<file path="config.mk">
export PLATFORM = sky130hd
export DESIGN_NAME = fib_step_engine_flat
export DESIGN_NICKNAME = d
export VERILOG_FILES = /design/src/rtl/fib_step_engine_if.sv /design/src/rtl/fib_step_engine.sv /design/src/flat_wrapper.sv
export SDC_FILE = /design/constraint.sdc
export NUM_CORES = 1
export LEC_CHECK = 0
export BUFFER_PORTS_ARGS = -buffer_cell sky130_fd_sc_hd__clkbuf_2
export CAP_MARGIN = 20
export CORE_UTILIZATION = 53
export DETAILED_ROUTE_END_ITERATION = 8
export GPL_TIMING_DRIVEN = 0
export PLACE_DENSITY = 0.81
export SETUP_SLACK_MARGIN = 0.02
export SYNTH_ARGS = -nofsm -noshare
export SYNTH_HDL_FRONTEND = slang
export SYNTH_SLANG_ARGS = --single-unit
</file>
<file path="constraint.sdc">
create_clock -name clk -period 2.9 [get_ports clk]
set_input_delay 0.29 -clock clk [delete_from_list [all_inputs] [get_ports clk]]
set_output_delay 0.29 -clock clk [all_outputs]
set_load 0.02 [all_outputs]
</file>
<file path="src/rtl/fib_step_engine_if.sv">
// Handshake bundle for fib_step_engine: job request, stage fault flag and result.
// err_cnt is carried only when FIB_ERR_CNT_EN is defined.
interface fib_step_engine_if #(
    parameter int W       = 16,
    parameter int STEPS_W = 5
);
    logic               start_valid;
    logic               start_ready;
    logic [W-1:0]       a_in;
    logic [W-1:0]       b_in;
    logic [STEPS_W-1:0] steps_in;
    logic               err_in;
    logic [W-1:0]       s_out;
    logic [W-1:0]       b_out;
    logic               out_valid;
    logic               out_ready;
    logic               busy;
    logic               ovf;
`ifdef FIB_ERR_CNT_EN
    logic [STEPS_W-1:0] err_cnt;
`endif

    modport master (
        output start_valid, a_in, b_in, steps_in, err_in, out_ready,
        input  start_ready, s_out, b_out, out_valid, busy, ovf
`ifdef FIB_ERR_CNT_EN
        , input err_cnt
`endif
    );

    modport slave (
        input  start_valid, a_in, b_in, steps_in, err_in, out_ready,
        output start_ready, s_out, b_out, out_valid, busy, ovf
`ifdef FIB_ERR_CNT_EN
        , output err_cnt
`endif
    );
endinterface

</file>
<file path="src/rtl/fib_step_engine.sv">
// Steps a Fibonacci pair (hi, lo) through N stages, one per clock, with per-stage bypass
// and saturating arithmetic. Define FIB_ERR_CNT_EN to compile in the bypassed-stage counter.
module fib_step_engine #(
    parameter int W       = 16,
    parameter int STEPS_W = 5
) (
    input logic                clk,
    input logic                rst,
    fib_step_engine_if.slave   io
);
    typedef enum logic [1:0] {IDLE, RUN, DONE} state_t;

    state_t             state;
    logic [W-1:0]       hi;
    logic [W-1:0]       lo;
    logic [STEPS_W-1:0] cnt;
    logic               ovf;
    logic               start_ready_r;
    logic               out_valid_r;
    logic               busy_r;
    logic [W:0]         sum;

    function automatic logic [W:0] wide_sum(input logic [W-1:0] x, input logic [W-1:0] y);
        return {1'b0, x} + {1'b0, y};
    endfunction

    // A carry out of the W-bit range clamps to all ones.
    function automatic logic [W-1:0] saturate(input logic [W:0] s);
        return s[W] ? {W{1'b1}} : s[W-1:0];
    endfunction

    assign sum = wide_sum(hi, lo);

`ifdef FIB_ERR_CNT_EN
    logic [STEPS_W-1:0] err_cnt;
    assign io.err_cnt = err_cnt;
`endif

    always_ff @(posedge clk or posedge rst) begin
        if (rst) begin
            state         <= IDLE;
            hi            <= '0;
            lo            <= '0;
            cnt           <= '0;
            ovf           <= 1'b0;
            start_ready_r <= 1'b1;
            out_valid_r   <= 1'b0;
            busy_r        <= 1'b0;
`ifdef FIB_ERR_CNT_EN
            err_cnt       <= '0;
`endif
        end else begin
            case (state)
                IDLE: begin
                    if (io.start_valid) begin
                        hi            <= io.b_in;
                        lo            <= io.a_in;
                        cnt           <= io.steps_in;
                        ovf           <= 1'b0;
                        start_ready_r <= 1'b0;
`ifdef FIB_ERR_CNT_EN
                        err_cnt       <= '0;
`endif
                        if (io.steps_in != '0) begin
                            state  <= RUN;
                            busy_r <= 1'b1;
                        end else begin
                            state       <= DONE;
                            out_valid_r <= 1'b1;
                        end
                    end
                end
                RUN: begin
                    // A bypassed stage holds the pair but still consumes a step.
                    if (!io.err_in) begin
                        hi <= saturate(sum);
                        lo <= hi;
                        if (sum[W]) ovf <= 1'b1;
                    end
`ifdef FIB_ERR_CNT_EN
                    else if (err_cnt != {STEPS_W{1'b1}}) begin
                        err_cnt <= err_cnt + 1'b1;
                    end
`endif
                    cnt <= cnt - 1'b1;
                    if (cnt == STEPS_W'(1)) begin
                        state       <= DONE;
                        busy_r      <= 1'b0;
                        out_valid_r <= 1'b1;
                    end
                end
                DONE: begin
                    if (io.out_ready) begin
                        state         <= IDLE;
                        out_valid_r   <= 1'b0;
                        start_ready_r <= 1'b1;
                    end
                end
                default: begin
                    state         <= IDLE;
                    out_valid_r   <= 1'b0;
                    busy_r        <= 1'b0;
                    start_ready_r <= 1'b1;
                end
            endcase
        end
    end

    assign io.start_ready = start_ready_r;
    assign io.out_valid   = out_valid_r;
    assign io.busy        = busy_r;
    assign io.ovf         = ovf;
    assign io.s_out       = hi;
    assign io.b_out       = lo;
endmodule

</file>
<file path="src/flat_wrapper.sv">
// flat-port wrapper written by rule: the top's interface ports become plain ports
module fib_step_engine_flat 
#(
    parameter int W       = 16,
    parameter int STEPS_W = 5
)
  (clk, rst, io_start_valid, io_a_in, io_b_in, io_steps_in, io_err_in, io_out_ready, io_start_ready, io_s_out, io_b_out, io_out_valid, io_busy, io_ovf);
  fib_step_engine_if #(.W(W), .STEPS_W(STEPS_W)) io_i ();
  input logic clk;
  input logic rst;
  input wire logic [$bits(io_i.start_valid)-1:0] io_start_valid;
  input wire logic [$bits(io_i.a_in)-1:0] io_a_in;
  input wire logic [$bits(io_i.b_in)-1:0] io_b_in;
  input wire logic [$bits(io_i.steps_in)-1:0] io_steps_in;
  input wire logic [$bits(io_i.err_in)-1:0] io_err_in;
  input wire logic [$bits(io_i.out_ready)-1:0] io_out_ready;
  output wire logic [$bits(io_i.start_ready)-1:0] io_start_ready;
  output wire logic [$bits(io_i.s_out)-1:0] io_s_out;
  output wire logic [$bits(io_i.b_out)-1:0] io_b_out;
  output wire logic [$bits(io_i.out_valid)-1:0] io_out_valid;
  output wire logic [$bits(io_i.busy)-1:0] io_busy;
  output wire logic [$bits(io_i.ovf)-1:0] io_ovf;
  assign io_i.start_valid = io_start_valid;
  assign io_i.a_in = io_a_in;
  assign io_i.b_in = io_b_in;
  assign io_i.steps_in = io_steps_in;
  assign io_i.err_in = io_err_in;
  assign io_i.out_ready = io_out_ready;
  assign io_start_ready = io_i.start_ready;
  assign io_s_out = io_i.s_out;
  assign io_b_out = io_i.b_out;
  assign io_out_valid = io_i.out_valid;
  assign io_busy = io_i.busy;
  assign io_ovf = io_i.ovf;
  fib_step_engine #(.W(W), .STEPS_W(STEPS_W)) u_core (.clk(clk), .rst(rst), .io(io_i));
endmodule
</file>
## After elaboration in Yosys (flattened, before gate mapping)

Cells that the tools add are included.

- Bits in registers: 43
- Word-level logic and storage cells: 61

- Add/sub/neg operators: 2
- Eq/ne operators: 10
- Multiplexer cells: 29
- Bitwise gates (word level): 2
- Reduce and logical (&&, ||, !) cells: 10

Operators with widths:

| operator | number |
|---|---|
| $mux 16 | 5 |
| $pmux 16 s2 | 2 |
| $add 16x16->17 | 1 |
| $reduce_and 4->1 | 3 |
| $mux 1 | 11 |
| $pmux 5 s2 | 1 |
| $pmux 1 s3 | 3 |
| $reduce_and 3->1 | 3 |
| $mux 2 | 4 |
| $ne 2x2->1 const B | 4 |
| $ne 2x1->1 const B | 3 |
| $pmux 2 s3 | 1 |
| $eq 5x1->1 const B | 1 |
| $mux 5 | 1 |
| $reduce_bool 5->1 | 1 |
| $sub 5x1->5 const B | 1 |
| $eq 2x1->1 const B | 1 |
| $eq 2x2->1 const B | 1 |
| $logic_not 2->1 | 1 |
| $not 1->1 | 2 |
| $pmux 1 s2 | 1 |
| $reduce_and 2->1 | 1 |
| $reduce_bool 2->1 | 1 |

## Longest topological paths before layout

- Depth in word-level cells: 4
- Depth in mapped cells: 10

## Least setup slack after synthesis

OpenSTA, ideal clock, no wires.

- Path kind: reg2reg
- Start point: register u_core.lo[0], in the netlist u_core.io.b_out[0]
- End point: register u_core.hi[14], in the netlist u_core.io.s_out[14]
- Setup time: 0.135 ns
- Arrival time: 2.463 ns
- Path slack: 0.302 ns
- Cell stages (with the launch flop): 10
- Clock period less this slack: 2.598 ns
- Path through: dfrtp_1 > ha_1 > fa_1 > a211oi_1 > o21ai_2 > o2111ai_2 > a31oi_4 > a2bb2oi_4 > o32ai_1 > o21ai_0

- Word-level cells in the longest chain between the ends: 4

RTL lines:

| item | RTL line | text |
|---|---|---|
| from (decl) | fib_step_engine.sv:15 | `logic [W-1:0] lo;` |
| from (signal assigned) | fib_step_engine.sv:57 | `lo <= io.a_in;` |
| from (signal assigned) | fib_step_engine.sv:77 | `lo <= hi;` |
| $add 16x16->17 | fib_step_engine.sv:24 | `return {1'b0, x} + {1'b0, y};` |
| $mux 16 | fib_step_engine.sv:29 | `return s[W] ? {W{1'b1}} : s[W-1:0];` |
| $mux 16 | fib_step_engine.sv:75 | `if (!io.err_in) begin` |
| $pmux 16 s2 | fib_step_engine.sv:53 | `case (state)` |
| to (signal assigned) | fib_step_engine.sv:56 | `hi <= io.b_in;` |
| to (signal assigned) | fib_step_engine.sv:76 | `hi <= saturate(sum);` |
| to (decl) | fib_step_engine.sv:14 | `logic [W-1:0] hi;` |

No other way between the ends. The select of a mux whose other input is x is not followed.
A chain may end at the register's enable or synchronous reset.

## Final worst setup path

Same ends and word-level chain as after synthesis.

==> flow_summary.json <==
{
  "ios": 78,
  "maxCapViolations": 0,
  "wl_per_cell_um": 14.80,
  "crit_fanout": 6,
  "multi_input_area_um2": 1629,
  "tightest_slew_ns": 0.7066,
  "cts_max_path_buffers": 2,
  "startpoint_type": "flip-flop",
  "syn_avg_cell_area_um2": 8.423,
  "grt_util_met1_pct": 35.04,
  "core_region_area_um2": 5107,
  "yosys.cell_types.count": 44,
  "drtIter0Drc": 150,
  "overflow": 0,
  "area_growth_pct": 20.58,
  "num_antenna_cells": 0,
  "outcome": "finished, final reports clean",
  "drt_pass1_iterations": 4,
  "grt_pass1_vias": 2545,
  "ant_nets": 0,
  "arrival_ns": 2.85,
  "slew_headroom_pct": 52.61,
  "antenna_found_initial": 0,
  "dieArea_um2": 5571,
  "end_kind": "flip-flop",
  "cp.required_ns": 3.05,
  "grt.busiest_layer": "met2",
  "path_class": "reg2reg",
  "clk_latency_ns": 0.30,
  "ys_seq_area_share_pct": 38.52,
  "synth-seq-cells": 43,
  "rows": 26,
  "finalNonFillerCells": 486,
  "setup_violations": 0,
  "ys.flop_type": "dfrtp_1",
  "fp.dieW_um": 74.64,
  "post_cts_buffers": 0,
  "fmax_ghz": 0.3703,
  "fin_crit_sh_pct": 93.11,
  "yosysWarnings": 0,
  "cts.clk_slew.worst_paths_ns": 0.07,
  "seq_area_um2": 1077,
  "clock-skew-final_ns": 0.006136,
  "netlist_instances": 332,
  "drt_wl_total_um": 7192,
  "fillers": 455,
  "fin_crit_ns": 2.700,
  "nets": 478,
  "grtUsageMet2_pct": 45.75,
  "cts_buffers": 5,
  "clkSinkCount": 43,
  "grt_use_total_pct": 27.14,
  "vias_per_cell": 5.708,
  "ys_async_sr_fraction_pct": 100.0,
  "synth_fp_nets": 393,
  "tns_ns": 0,
  "mappedNetlistArea_um2": 2796,
  "maxSlewViolCount": 0,
  "start_util_pct": 54.75,
  "finalHoldViolCount": 0,
  "dp_hpwl_um": 5502,
  "drive_above_1_share_pct": 23.56,
  "vias": 2774,
  "tritoncts": "built",
  "root_buffer": "clkbuf_8",
  "hold_path_class": "in2reg",
  "drc_errors": 0,
  "grt_max_degree": 26,
  "grt_pass1_wl_um": 11400,
  "gp_congestion": 0.9019,
  "grt_use_met3_pct": 4.150,
  "io_buffer_count": 76,
  "rsz0062_at_grt": "no",
  "numPlacedInstances": 479,
  "synth_edf_count": 0,
  "die_height_um": 74.64,
  "htree_levels": 2
}
==> timing repair <==
| action | in CTS | in global routing |
|---|---|---|
| endpoints found under the setup margin | 0 | 12 |
| hold buffers | 1 | 0 |
| hold endpoints to repair | 18 | 0 |
| gates resized for setup | 0 | 1 |
==> layer usage <==
metal / up-vias / share of wire (%)
li1: 1367 / -
met1: 1306 / 45
met2: 89 / 48
met3: 12 / 5.0
met4: 0 / 1.5
met5: - / 0
==> Yosys cell counts, types with 3 or more instances <==
cell | n | area share, %
a211oi_1 | 4 | 1.1
a21o_1 | 6 | 1.6
a21oi_1 | 18 | 3.2
a31oi_1 | 19 | 4.3
clkbuf_1 | 14 | 1.9
dfrtp_1 | 42 | 38
ha_1 | 18 | 8.1
inv_1 | 6 | 0.81
nand2_1 | 64 | 8.6
nand2b_1 | 3 | 0.67
nand3_1 | 4 | 0.72
nor2_1 | 37 | 5.0
o21a_1 | 4 | 1.1
o21ai_0 | 16 | 2.9
o21ai_1 | 11 | 2.0
o21ai_2 | 3 | 0.94
o22a_1 | 3 | 0.94
o22ai_1 | 19 | 4.3
o31ai_1 | 3 | 0.81
xnor2_1 | 4 | 1.3
xor2_1 | 6 | 1.9
==> metrics by stage <==
step | hold WS [ns] | worst slack (ns) | instance area [µm²] | util (%)
floorplan | 0.3857 | 0.3019 | 2796 | -
global placement | 0.5016 | 0.1870 | 3264 | 63.91
detailed placement | 0.3019 | 0.1527 | 3284 | 64.31
CTS | 0.2115 | 0.1367 | 3367 | 65.92
global route | 0.2245 | 0.03906 | 3372 | 66.02
finish | 0.2146 | 0.1998 | 3372 | 66.02
==> path summary, 6_finish.rpt <==
kind                                                         from                                 to  slack [ns]  cells after the start
worst min-delay path                                    io_err_in          u_core.io.ovf$_DFFE_PP0P_        0.21                      2
max in group asynchronous                                     rst  u_core.io.start_ready$_DFFE_PP1P_        1.82                      4
worst max-delay path               u_core.io.b_out[0]$_DFFE_PP0P_    u_core.io.s_out[14]$_DFFE_PP0P_        0.20                      9
min in group asynchronous                                     rst     u_core.io.s_out[3]$_DFFE_PP0P_        0.53                      3
worst max register to register     u_core.io.b_out[0]$_DFFE_PP0P_    u_core.io.s_out[14]$_DFFE_PP0P_        0.20                      9
worst min register to register  u_core.io.start_ready$_DFFE_PP1P_  u_core.io.start_ready$_DFFE_PP1P_        0.52                      1
==> cell usage in the layout (no fill, tap or decap), types with 4 or more instances in the layout <==
master,Yosys,layout
clkbuf_1,14,15
nor2_1,37,37
inv_1,6,5
xor2_1,6,6
ha_1,18,18
nand3_1,4,4
dfrtp_1,42,42
a21oi_1,18,18
xnor2_1,4,4
clkbuf_2,0,76
nand2_1,64,64
o21ai_1,11,11
a31oi_1,19,19
a21o_1,6,6
o21ai_0,16,16
clkbuf_8,0,5
o21a_1,4,4
o22ai_1,19,19
==> logic make-up (layout without fill, tap and decap cells) <==
family | after synthesis | count (layout) | share of synthesized area [%]
AO/OA/AOI/OAI | 119 | 119 | 28.32
XOR/XNOR | 10 | 10 | 3.132
buffers and inverters | 23 | 107 | 3.400
AND/OR/NAND/NOR | 114 | 114 | 16.33
flip-flops | 43 | 43 | 38.52
adder cells (fa/ha/maj) | 19 | 19 | 8.770
multiplexers | 4 | 4 | 1.521
==> sequential cells by signal (all words and copies together), names as in the netlist <==
name / count
u_core.io.start_ready: 1
u_core.io.out_valid: 1
u_core.cnt: 5
u_core.io.s_out: 16
u_core.io.ovf: 1
u_core.io.busy: 1
u_core.io.b_out: 16
u_core.state: 2
==> critical path: stages (launching register included) <==
cell and delay, ns:
dfrtp_1 0.41, ha_1 0.25, fa_1 0.45, a211oi_2 0.27, o21ai_2 0.12, o2111ai_2 0.25
a31oi_4 0.18, a2bb2oi_4 0.23, o32ai_1 0.27, o21ai_0 0.12
==> cell type report <==
type,count,share of cell area [%]
clock buffers,6,2.152
inverters,6,0.6679
repair buffers,78,12.17
well taps,70,2.597
multi-input cells,266,48.31
flip-flops and latches,43,31.95
plain buffers,17,2.152
Power is not shown: default switching activity piles up to over one toggle a cycle in this logic, so the estimate is an artifact.
